$ cat src/rtl/debounce_pkg.sv
// Shared types and limits for the debounce/synchronizer blocks.
package debounce_pkg;

    typedef enum logic {ST_STABLE, ST_PENDING} db_state_t;

    localparam int SYNC_MIN = 2;
    localparam int SYNC_MAX = 4;

endpackage

$ cat src/rtl/sync_ff_chain.sv
// Generic multi-flop synchronizer for a single asynchronous bit.
// Reset loads every stage with RST_VAL.
module sync_ff_chain #(
    parameter int   STAGES  = 2,
    parameter logic RST_VAL = 1'b0
) (
    input  logic clk,
    input  logic rst,
    input  logic d,
    output logic q
);

    logic [STAGES-1:0] stage_q;

    always_ff @(posedge clk or posedge rst) begin
        if (rst) begin
            stage_q <= {STAGES{RST_VAL}};
        end else begin
            stage_q <= {stage_q[STAGES-2:0], d};
        end
    end

    assign q = stage_q[STAGES-1];

endmodule

$ cat src/rtl/debounce_sync.sv
// Synchronizes and debounces a raw 1-bit input; q follows only after a level holds.
// Optional registered rise/fall pulses are enabled by defining DEBOUNCE_EDGE_EN.
module debounce_sync
    import debounce_pkg::*;
#(
    parameter int   SYNC_STAGES     = 2,
    parameter int   DEBOUNCE_CYCLES = 16,
    parameter logic RST_VAL         = 1'b0
) (
    input  logic clk,
    input  logic rst,
    input  logic d_raw,
    output logic q,
    output logic qb,
    output logic busy,
    output logic rise,
    output logic fall
);

    localparam int                CNT_W    = $clog2(DEBOUNCE_CYCLES);
    localparam logic [CNT_W-1:0]  CNT_LAST = CNT_W'(DEBOUNCE_CYCLES - 1);
    localparam logic [CNT_W-1:0]  CNT_ONE  = CNT_W'(1);

    if (SYNC_STAGES < SYNC_MIN || SYNC_STAGES > SYNC_MAX || DEBOUNCE_CYCLES < 2) begin : g_bad_param
        $error("debounce_sync: SYNC_STAGES must be 2..4 and DEBOUNCE_CYCLES >= 2");
    end

    logic             s_in;
    db_state_t        state_q, state_d;
    logic [CNT_W-1:0] cnt_q, cnt_d;
    logic             q_q, q_d;

    sync_ff_chain #(
        .STAGES  (SYNC_STAGES),
        .RST_VAL (RST_VAL)
    ) u_sync (
        .clk (clk),
        .rst (rst),
        .d   (d_raw),
        .q   (s_in)
    );

    always_ff @(posedge clk or posedge rst) begin
        if (rst) begin
            state_q <= ST_STABLE;
            cnt_q   <= '0;
            q_q     <= RST_VAL;
        end else begin
            state_q <= state_d;
            cnt_q   <= cnt_d;
            q_q     <= q_d;
        end
    end

    // Any return of s_in to q's level drops back to STABLE with a cleared count.
    always_comb begin
        state_d = state_q;
        cnt_d   = '0;
        q_d     = q_q;
        case (state_q)
            ST_STABLE: begin
                if (s_in != q_q) begin
                    state_d = ST_PENDING;
                    cnt_d   = CNT_ONE;
                end
            end
            ST_PENDING: begin
                if (s_in == q_q) begin
                    state_d = ST_STABLE;
                end else if (cnt_q == CNT_LAST) begin
                    q_d     = s_in;
                    state_d = ST_STABLE;
                end else begin
                    cnt_d = cnt_q + CNT_ONE;
                end
            end
            default: begin
                state_d = ST_STABLE;
            end
        endcase
    end

    assign q    = q_q;
    assign qb   = ~q_q;
    assign busy = (state_q == ST_PENDING);

`ifdef DEBOUNCE_EDGE_EN
    logic rise_q, fall_q;

    always_ff @(posedge clk or posedge rst) begin
        if (rst) begin
            rise_q <= 1'b0;
            fall_q <= 1'b0;
        end else begin
            rise_q <= q_d & ~q_q;
            fall_q <= ~q_d & q_q;
        end
    end

    assign rise = rise_q;
    assign fall = fall_q;
`else
    assign rise = 1'b0;
    assign fall = 1'b0;
`endif

endmodule

$ cat config.mk
export PLATFORM = sky130hd
export DESIGN_NAME = debounce_sync
export DESIGN_NICKNAME = d
export VERILOG_FILES = /design/src/rtl/debounce_pkg.sv /design/src/rtl/sync_ff_chain.sv /design/src/rtl/debounce_sync.sv
export SDC_FILE = /design/constraint.sdc
export NUM_CORES = 1
export LEC_CHECK = 0
export BUFFER_PORTS_ARGS = -buffer_cell sky130_fd_sc_hd__buf_2
export CORE_AREA = 2 2 39 41
export CTS_BUF_LIST = sky130_fd_sc_hd__clkbuf_16
export CTS_CLUSTER_SIZE = 14
export DETAILED_ROUTE_END_ITERATION = 8
export DIE_AREA = 0 0 41 43
export GPL_TIMING_DRIVEN = 0
export HOLD_SLACK_MARGIN = 0.1
export PLACE_DENSITY = 0.54
export SLEW_MARGIN = 10
export SYNTH_ARGS = -nofsm -noshare
export SYNTH_HDL_FRONTEND = slang
export SYNTH_SLANG_ARGS = --single-unit
$ cat constraint.sdc
create_clock -name clk -period 1.87 [get_ports clk]
set_input_delay 0.0935 -clock clk [delete_from_list [all_inputs] [get_ports clk]]
set_output_delay 0.0935 -clock clk [all_outputs]
set_load 0.1 [all_outputs]
==> flow_summary.html, run 1 <==
<table>
<tr><th>Metric</th><th>Value</th></tr>
<tr><th colspan="2">Timing</th></tr>
<tr><td>FMAX</td><td>751.2 MHz</td></tr>
<tr><td>Final Skew</td><td>0.9082 ps</td></tr>
<tr><td>Number of hold-slack violations in the final timing report</td><td>0</td></tr>
<tr><td>Max-slew violation count</td><td>0</td></tr>
<tr><td>Setup repair after global routing missed its margin</td><td>no</td></tr>
<tr><td>Setup total negative slack</td><td>0 ps</td></tr>
<tr><td>Final setup fails</td><td>0</td></tr>
<tr><td>Shortest clock period the worst path allows after layout</td><td>1331 ps</td></tr>
<tr><td>Share of the cycle needed by the critical path after routing</td><td>71.19%</td></tr>
<tr><th colspan="2">Setup path</th></tr>
<tr><td>Required arrival time at the worst endpoint</td><td>1980 ps</td></tr>
<tr><td>Largest fanout on the critical path</td><td>4</td></tr>
<tr><td>Reg-to-reg critical path startpoint</td><td>cnt_q[0]</td></tr>
<tr><td>Number of cell instances on the worst register-to-register path</td><td>3</td></tr>
<tr><td>Category of the worst setup path launch point</td><td>flop</td></tr>
<tr><td>Flop-to-flop setup slack</td><td>540 ps</td></tr>
<tr><td>Worst R2R End</td><td>q</td></tr>
<tr><td>Critical path type</td><td>reg -&gt; reg</td></tr>
<tr><td>Crit path capture type</td><td>flop</td></tr>
<tr><td>Data arrival time of the critical path</td><td>1440 ps</td></tr>
<tr><th colspan="2">Synth</th></tr>
<tr><td>Share of synthesized area occupied by flip-flops and latches</td><td>59.04%</td></tr>
<tr><td>Synthesis-stage register bit count</td><td>8</td></tr>
<tr><td>Fraction of post-synthesis cell area in the top cell type by area</td><td>59.04%</td></tr>
<tr><td>Number of distinct standard cells referenced by the synthesized netlist</td><td>16</td></tr>
<tr><td>Area contributors post-synth</td><td>sky130_fd_sc_hd__dfrtp_1 (59%), sky130_fd_sc_hd__xnor2_1 (5.2%), sky130_fd_sc_hd__a2111oi_2 (4.4%)</td></tr>
<tr><td>Post-synthesis cell area</td><td>339.1 µm²</td></tr>
<tr><td>Count of warnings emitted by yosys</td><td>0</td></tr>
<tr><td>Synth area leader</td><td>sky130_fd_sc_hd__dfrtp_1</td></tr>
<tr><td>Synthesized instance count</td><td>27</td></tr>
<tr><td>Mean instance size in the synthesized netlist</td><td>12.56 µm²</td></tr>
<tr><th colspan="2">Die</th></tr>
<tr><td>Number of primary I/O pins</td><td>8</td></tr>
<tr><td>Die W</td><td>41 µm</td></tr>
<tr><td>Initial Util</td><td>24.50%</td></tr>
<tr><td>Die area</td><td>1763 µm²</td></tr>
<tr><td>DIE HEIGHT</td><td>43 µm</td></tr>
<tr><td>Floorplan row count</td><td>14</td></tr>
<tr><td>Floorplan Core Area</td><td>1384 µm²</td></tr>
<tr><th colspan="2">Power</th></tr>
<tr><td>PwrDens</td><td>1204 nW/µm²</td></tr>
<tr><td>Worst IR drop on VDD</td><td>0.8345 mV</td></tr>
<tr><td>Leakage power</td><td>0.2349 nW</td></tr>
<tr><th colspan="2">Clock tree</th></tr>
<tr><td>Cts repair resizes</td><td>0</td></tr>
<tr><td>H-tree Lvls</td><td>1</td></tr>
<tr><td>Clock Path Buffers</td><td>2</td></tr>
<tr><td>CTS clock-pin slew for the worst setup and hold paths</td><td>40 ps</td></tr>
<tr><td>Clock latency on the worst-skew pair</td><td>230 ps</td></tr>
<tr><td>Root Buffer</td><td>sky130_fd_sc_hd__clkbuf_16</td></tr>
<tr><td>Num Clock Sinks</td><td>8</td></tr>
<tr><td>Number of buffers added by the clock tree synthesis step</td><td>3</td></tr>
<tr><td>CTS tree</td><td>yes</td></tr>
<tr><th colspan="2">Flow run</th></tr>
<tr><td>Max Cap Viol</td><td>0</td></tr>
<tr><th colspan="2">Final layout</th></tr>
<tr><td>Sequential Area</td><td>200.2 µm²</td></tr>
<tr><td>Highest-count cells in the layout ignoring fill and taps</td><td>sky130_fd_sc_hd__dfrtp_1 (8), sky130_fd_sc_hd__buf_2 (5), sky130_fd_sc_hd__inv_1 (3), sky130_fd_sc_hd__clkbuf_16 (3)</td></tr>
<tr><td>Count of placed standard cells in the final layout, fillers left out</td><td>54</td></tr>
<tr><td>Final-layout fill cell count</td><td>128</td></tr>
<tr><td>Most common library cell in the layout ignoring fill and taps</td><td>sky130_fd_sc_hd__dfrtp_1</td></tr>
<tr><td>Fraction of final layout cells sized beyond drive strength 1</td><td>31.58%</td></tr>
<tr><td>Multi-input gate area in the final layout</td><td>116.4 µm²</td></tr>
<tr><td>Number of inserted diodes</td><td>0</td></tr>
<tr><td>Number of nets in the layout</td><td>44</td></tr>
<tr><td>Area growth from synthesis to layout</td><td>42.44%</td></tr>
<tr><th colspan="2">Route</th></tr>
<tr><td>Final wirelength</td><td>490 µm</td></tr>
<tr><td>Via count</td><td>207</td></tr>
<tr><td>Residual antenna-violating net count after detailed routing</td><td>0</td></tr>
<tr><td>Routed wire per std cell</td><td>9.074 µm</td></tr>
<tr><td>Number of remaining DRC errors</td><td>0</td></tr>
<tr><td>Count of TritonRoute iterations in the first routing pass</td><td>3</td></tr>
<tr><td>Ratio of routed vias to standard cells</td><td>3.833</td></tr>
<tr><td>Initial drt markers</td><td>4</td></tr>
<tr><th colspan="2">Global route</th></tr>
<tr><td>Wire length of the first global-routing pass</td><td>786 µm</td></tr>
<tr><td>Maximum number of pins on one net before global-route repair</td><td>9</td></tr>
<tr><td>Total track usage</td><td>6.918%</td></tr>
<tr><td>Antenna violations before repair</td><td>0</td></tr>
<tr><td>Total grt overflow</td><td>0</td></tr>
<tr><td>Vias in the first global route</td><td>204</td></tr>
<tr><th colspan="2">Placement</th></tr>
<tr><td>Routability-driven placement congestion ratio</td><td>0.7433</td></tr>
<tr><td>Post-Place Cells</td><td>49</td></tr>
<tr><td>IO Port Bufs</td><td>5</td></tr>
<tr><th colspan="2">Status</th></tr>
<tr><td>Status</td><td>finished, final reports clean</td></tr>
<tr><th colspan="2">Worst hold path</th></tr>
<tr><td>Path category of the worst min-delay check</td><td>in -&gt; async</td></tr>
</table>
[flip-flops by register name (all words and copies together), names as in the netlist]
| register | flops |
|---|---|
| cnt_q | 4 |
| u_sync.stage_q | 2 |
| busy | 1 |
| q | 1 |
[synthesized netlist by cell type]
cell,number
sky130_fd_sc_hd__a2111oi_2,1
sky130_fd_sc_hd__a211oi_1,1
sky130_fd_sc_hd__a21o_1,1
sky130_fd_sc_hd__a31oi_1,1
sky130_fd_sc_hd__and2_1,1
sky130_fd_sc_hd__and4_1,1
sky130_fd_sc_hd__buf_4,2
sky130_fd_sc_hd__conb_1,1
sky130_fd_sc_hd__dfrtp_1,8
sky130_fd_sc_hd__ha_1,1
sky130_fd_sc_hd__inv_1,3
sky130_fd_sc_hd__mux2_2,1
sky130_fd_sc_hd__nor2_1,1
sky130_fd_sc_hd__nor3_1,1
sky130_fd_sc_hd__nor3b_1,1
sky130_fd_sc_hd__xnor2_1,2
[worst max-delay path: stages (launching register included)]
cell,delay [ps]
sky130_fd_sc_hd__dfrtp_1,380
sky130_fd_sc_hd__ha_1,220
sky130_fd_sc_hd__and4_1,270
sky130_fd_sc_hd__mux2_2,340
[kinds of logic after synthesis]
kind of cell / synth area share [%]
AOI/OAI and AO/OA: 10.70
adders and majority gates: 3.689
xor gates and xnor gates: 5.167
buffers and inverters: 7.748
DFF: 59.04
muxes: 3.321
and+or+nand+nor: 9.225
other: 1.106
[metrics by stage]
stage	setup slack [ps]	power (mW)	hold slack, ps	area, µm²	utilization (%)
2_1_floorplan	153.8	0.2266	-90.84	342.8	-
3_3_place_gp	541.9	0.2329	43.89	387.9	28.03
3_5_place_dp	542.1	0.2330	51.51	387.9	28.03
4_1_cts	531.7	0.5873	351.2	483.0	34.90
5_1_grt	470.4	0.6078	361.6	483.0	34.90
6_report	538.8	0.5813	348.6	483.0	34.90
[how the worst max path moves through the flow]
stage,start,end,slack (ps)
floorplan,busy,q,150
global placement,cnt_q[0],q,540
detailed placement,cnt_q[0],q,540
CTS,cnt_q[0],q,530
global route,cnt_q[0],q,470
finish,cnt_q[0],q,540
[per-layer routing]
metal | wire [µm] | vias up | share of wire (%) | track usage [%]
li1 | - | 111 | - | -
met2 | 243 | 5 | 50 | 11.25
met4 | 0 | 0 | 0 | 4.000
met5 | 0 | - | 0 | 0
met3 | 17 | 0 | 3.5 | 3.141
met1 | 229 | 91 | 47 | 6.711
[where the power goes]
group	switching, mW	internal, mW	leakage (nW)
Sequential	0.00482	0.180	0.103
Clock	0.0730	0.275	0.0370
Combinational	0.0357	0.0128	0.0954
Total	0.113	0.468	0.235
[what timing repair did]
action                                  in CTS  in global routing
endpoints found under the setup margin       0                  0
endpoints found under the hold margin        9                  0
buffers inserted                             0                  0
hold buffers                                 2                  0
[area by class of cell]
type                            instances  area share, %
Sequential cell                         8          41.45
Multi-Input combinational cell         15          24.09
Clock buffer                            3          15.54
Timing Repair Buffer                    7          9.326
Tap cell                               16          4.145
Buffer                                  2          3.109
Inverter                                3          2.332
Note: power is estimated with default switching activity, not from simulation.
==> inputs of run 2 (changes only) <==
- PLACE_DENSITY: 0.54 -> 0.55
- clock period: 1.87 -> 1.1 ns (I/O delays scaled with it)
==> run 2 against run 1 <==
  * The run now ends with negative setup slack left
  * Sequential power rose by 73%
  * Fmax rose by 13%
  * Flip-flop and latch count is the same
  * Non-clock buffer count is 4 higher
  * Critical path depth stayed put
  * Cell count grew 9.3%
  * Highest routed layer is now met4
==> flow_summary.html, run 2 (synthesized netlist as in run 1, its figures left out) <==
<table>
<tr><th>Metric</th><th>Value</th></tr>
<tr><th colspan="2">Final layout</th></tr>
<tr><td>Highest-count cells in the layout ignoring fill and taps</td><td>sky130_fd_sc_hd__buf_4 (7), sky130_fd_sc_hd__dfrtp_1 (6), sky130_fd_sc_hd__inv_1 (3), sky130_fd_sc_hd__clkbuf_16 (3)</td></tr>
<tr><td>Number of inserted diodes</td><td>0 (unchanged)</td></tr>
<tr><td>Area growth from synthesis to layout</td><td>75.28%</td></tr>
<tr><td>Final-layout fill cell count</td><td>135 (+5.5%)</td></tr>
<tr><td>Most common library cell in the layout ignoring fill and taps</td><td>sky130_fd_sc_hd__buf_4</td></tr>
<tr><td>Final Core Density</td><td>42.95% (+8.0 points)</td></tr>
<tr><td>Flip-flop count of the largest register, all copies and words added</td><td>4 (unchanged)</td></tr>
<tr><td>Number of nets in the layout</td><td>48 (+9.1%)</td></tr>
<tr><td>Biggest regs</td><td>cnt_q (4), u_sync.stage_q (2)</td></tr>
<tr><td>Most flop-heavy register</td><td>cnt_q</td></tr>
<tr><td>Fraction of final layout cells sized beyond drive strength 1</td><td>53.49% (+22 points)</td></tr>
<tr><th colspan="2">Worst hold path</th></tr>
<tr><td>Path category of the worst min-delay check</td><td>in -&gt; async</td></tr>
<tr><th colspan="2">Clock tree</th></tr>
<tr><td>CTS tree</td><td>yes</td></tr>
<tr><td>CTS clock-pin slew for the worst setup and hold paths</td><td>40 ps (about the same)</td></tr>
<tr><td>Number of buffers added by the clock tree synthesis step</td><td>3 (unchanged)</td></tr>
<tr><td>Root Buffer</td><td>sky130_fd_sc_hd__clkbuf_16</td></tr>
<tr><td>Clock latency on the worst-skew pair</td><td>230 ps (about the same)</td></tr>
<tr><td>Num Clock Sinks</td><td>8 (unchanged)</td></tr>
<tr><td>H-tree Lvls</td><td>1 (unchanged)</td></tr>
<tr><td>Clock Path Buffers</td><td>2 (unchanged)</td></tr>
<tr><th colspan="2">Global route</th></tr>
<tr><td>Wire length of the first global-routing pass</td><td>1235 µm (+57%)</td></tr>
<tr><td>Antenna violations before repair</td><td>0 (unchanged)</td></tr>
<tr><td>Total track usage</td><td>11.30% (+4.4 points)</td></tr>
<tr><td>Maximum number of pins on one net before global-route repair</td><td>9 (unchanged)</td></tr>
<tr><td>Vias in the first global route</td><td>265 (+30%)</td></tr>
<tr><td>Total grt overflow</td><td>0 (unchanged)</td></tr>
<tr><th colspan="2">Die</th></tr>
<tr><td>Initial Util</td><td>24.50% (unchanged)</td></tr>
<tr><td>Floorplan Core Area</td><td>1384 µm² (unchanged)</td></tr>
<tr><td>Die area</td><td>1763 µm² (unchanged)</td></tr>
<tr><td>Number of primary I/O pins</td><td>8 (unchanged)</td></tr>
<tr><td>Die W</td><td>41 µm (unchanged)</td></tr>
<tr><td>DIE HEIGHT</td><td>43 µm (unchanged)</td></tr>
<tr><td>Floorplan row count</td><td>14 (unchanged)</td></tr>
<tr><th colspan="2">Timing</th></tr>
<tr><td>Max-slew violation count</td><td>0 (unchanged)</td></tr>
<tr><td>Share of the cycle needed by the critical path after routing</td><td>107.3% (+36 points)</td></tr>
<tr><td>PnR worst setup slack</td><td>-79.88 ps (-618.6 ps)</td></tr>
<tr><td>Shortest clock period the worst path allows after layout</td><td>1180 ps (-151.4 ps)</td></tr>
<tr><td>Final setup fails</td><td>2 (+2)</td></tr>
<tr><td>Final Skew</td><td>5.609 ps (+4.701 ps)</td></tr>
<tr><td>Number of hold-slack violations in the final timing report</td><td>0 (unchanged)</td></tr>
<tr><td>Setup repair after global routing missed its margin</td><td>yes</td></tr>
<tr><td>Setup total negative slack</td><td>-129.6 ps (-129.6 ps)</td></tr>
<tr><td>FMAX</td><td>847.5 MHz (+13%)</td></tr>
<tr><th colspan="2">Placement</th></tr>
<tr><td>Worst setup slack before clock tree synthesis</td><td>-160.8 ps (-702.9 ps)</td></tr>
<tr><td>IO Port Bufs</td><td>5 (unchanged)</td></tr>
<tr><td>Routability-driven placement congestion ratio</td><td>0.7406 (-0.36%)</td></tr>
<tr><th colspan="2">Setup path</th></tr>
<tr><td>Slowest cell on the critical path</td><td>sky130_fd_sc_hd__dfrtp_1</td></tr>
<tr><td>Cell chain of the critical path</td><td>ha_4 &gt; and4_4 &gt; mux2_4</td></tr>
<tr><td>WP depth</td><td>3 (unchanged)</td></tr>
<tr><td>Category of the worst setup path launch point</td><td>flop</td></tr>
<tr><td>Number of cell instances on the worst register-to-register path</td><td>3 (unchanged)</td></tr>
<tr><td>Required arrival time at the worst endpoint</td><td>1220 ps (-760 ps)</td></tr>
<tr><td>Data arrival time of the critical path</td><td>1300 ps (-140 ps)</td></tr>
<tr><td>Crit path capture type</td><td>flop</td></tr>
<tr><td>WP buf/inv</td><td>0 (unchanged)</td></tr>
<tr><td>Kind of cell adding the most delay to the critical path</td><td>flip-flops</td></tr>
<tr><td>Largest stage delay on the critical path</td><td>390 ps (about the same)</td></tr>
<tr><td>Largest fanout on the critical path</td><td>3 (-1)</td></tr>
<tr><td>Critical path type</td><td>reg -&gt; reg</td></tr>
<tr><th colspan="2">Status</th></tr>
<tr><td>Violated checks</td><td>negative setup slack</td></tr>
<tr><td>Status</td><td>complete, but fails checks</td></tr>
<tr><th colspan="2">Route</th></tr>
<tr><td>Initial drt markers</td><td>4 (unchanged)</td></tr>
<tr><td>Ratio of routed vias to standard cells</td><td>4.203 (+9.7%)</td></tr>
<tr><td>Residual antenna-violating net count after detailed routing</td><td>0 (unchanged)</td></tr>
<tr><td>Final wirelength</td><td>714 µm (+46%)</td></tr>
<tr><td>Number of remaining DRC errors</td><td>0 (unchanged)</td></tr>
<tr><td>Routed wire per std cell</td><td>12.10 µm (+33%)</td></tr>
<tr><td>Count of TritonRoute iterations in the first routing pass</td><td>4 (+1)</td></tr>
<tr><td>Via count</td><td>248 (+20%)</td></tr>
<tr><th colspan="2">Power</th></tr>
<tr><td>PwrDens</td><td>1752 nW/µm² (+46%)</td></tr>
<tr><td>Leakage power</td><td>0.2754 nW (+17%)</td></tr>
<tr><td>Worst IR drop on VDD</td><td>0.8525 mV (+2.2%)</td></tr>
<tr><th colspan="2">Flow run</th></tr>
<tr><td>Max Cap Viol</td><td>0 (unchanged)</td></tr>
</table>
[run 2: changes by cell type in the layout (fill, tap and decap cells not counted), sizes merged]
cell,before,now
clkinvlp,0,1
buf,7,11
[run 2: cell type report]
type	instances	area (µm²)	share of cell area, %
repair buffers	11	98.84	16.63
inverters	3	15.01	2.526
multi-input cells	15	158.9	26.74
plain buffers	2	15.01	2.526
clock buffers	3	75.07	12.63
well taps	16	20.02	3.368
clock inverters	1	3.754	0.6316
flip-flops and latches	8	207.7	34.95
[run 2: per-stage QoR]
stage               instances  hold slack (ps)  power, mW  cell area [µm²]
floorplan                  28           -129.3     0.3929            381.6
global placement           49           -1.466     0.4027            426.7
detailed placement         49            11.35     0.4056            426.7
CTS                        59            318.4      1.054            580.6
global route               59            337.5      1.083            594.3
finish                     59            310.2      1.041            594.3
[run 2: path summary, 6_finish.rpt]
check / start / to / slack (ps)
setup / recovery: cnt_q[0] / q / -80
hold / removal: rst / u_sync.stage_q[1] / 310
setup reg to reg: cnt_q[0] / q / -80
hold reg to reg: u_sync.stage_q[0] / u_sync.stage_q[1] / 340
max in group asynchronous: rst / q / 530
min in group clk: u_sync.stage_q[0] / u_sync.stage_q[1] / 340
[run 2: tightest hold or removal path, delay by kind of cell]
family | cells | cell delay (ps)
buf+inv | 3 | 880
[run 2: where the power goes]
group	switching (mW)	leakage (nW)	internal [mW]
sequential	0.0119	0.0996	0.308
clock	0.145	0.0423	0.473
combinational	0.0672	0.133	0.0365
total	0.224	0.275	0.818
[run 2: routing by layer]
layer	track usage, %	vias to the layer above	share of wire (%)
li1	-	119	-
met1	12.79	123	36
met2	16.25	4	57
met3	7.853	2	5.0
met4	4.000	0	1.8
met5	0	-	0
[run 2: timing repair]
| action | in CTS | in global routing |
|---|---|---|
| endpoints found under the hold margin | 9 | 0 |
| resized for setup | 7 | 2 |
| endpoints found under the setup margin | 5 | 6 |
| pin swaps | 3 | 2 |
| setup buffers | 4 | 0 |
| hold buffers | 2 | 0 |
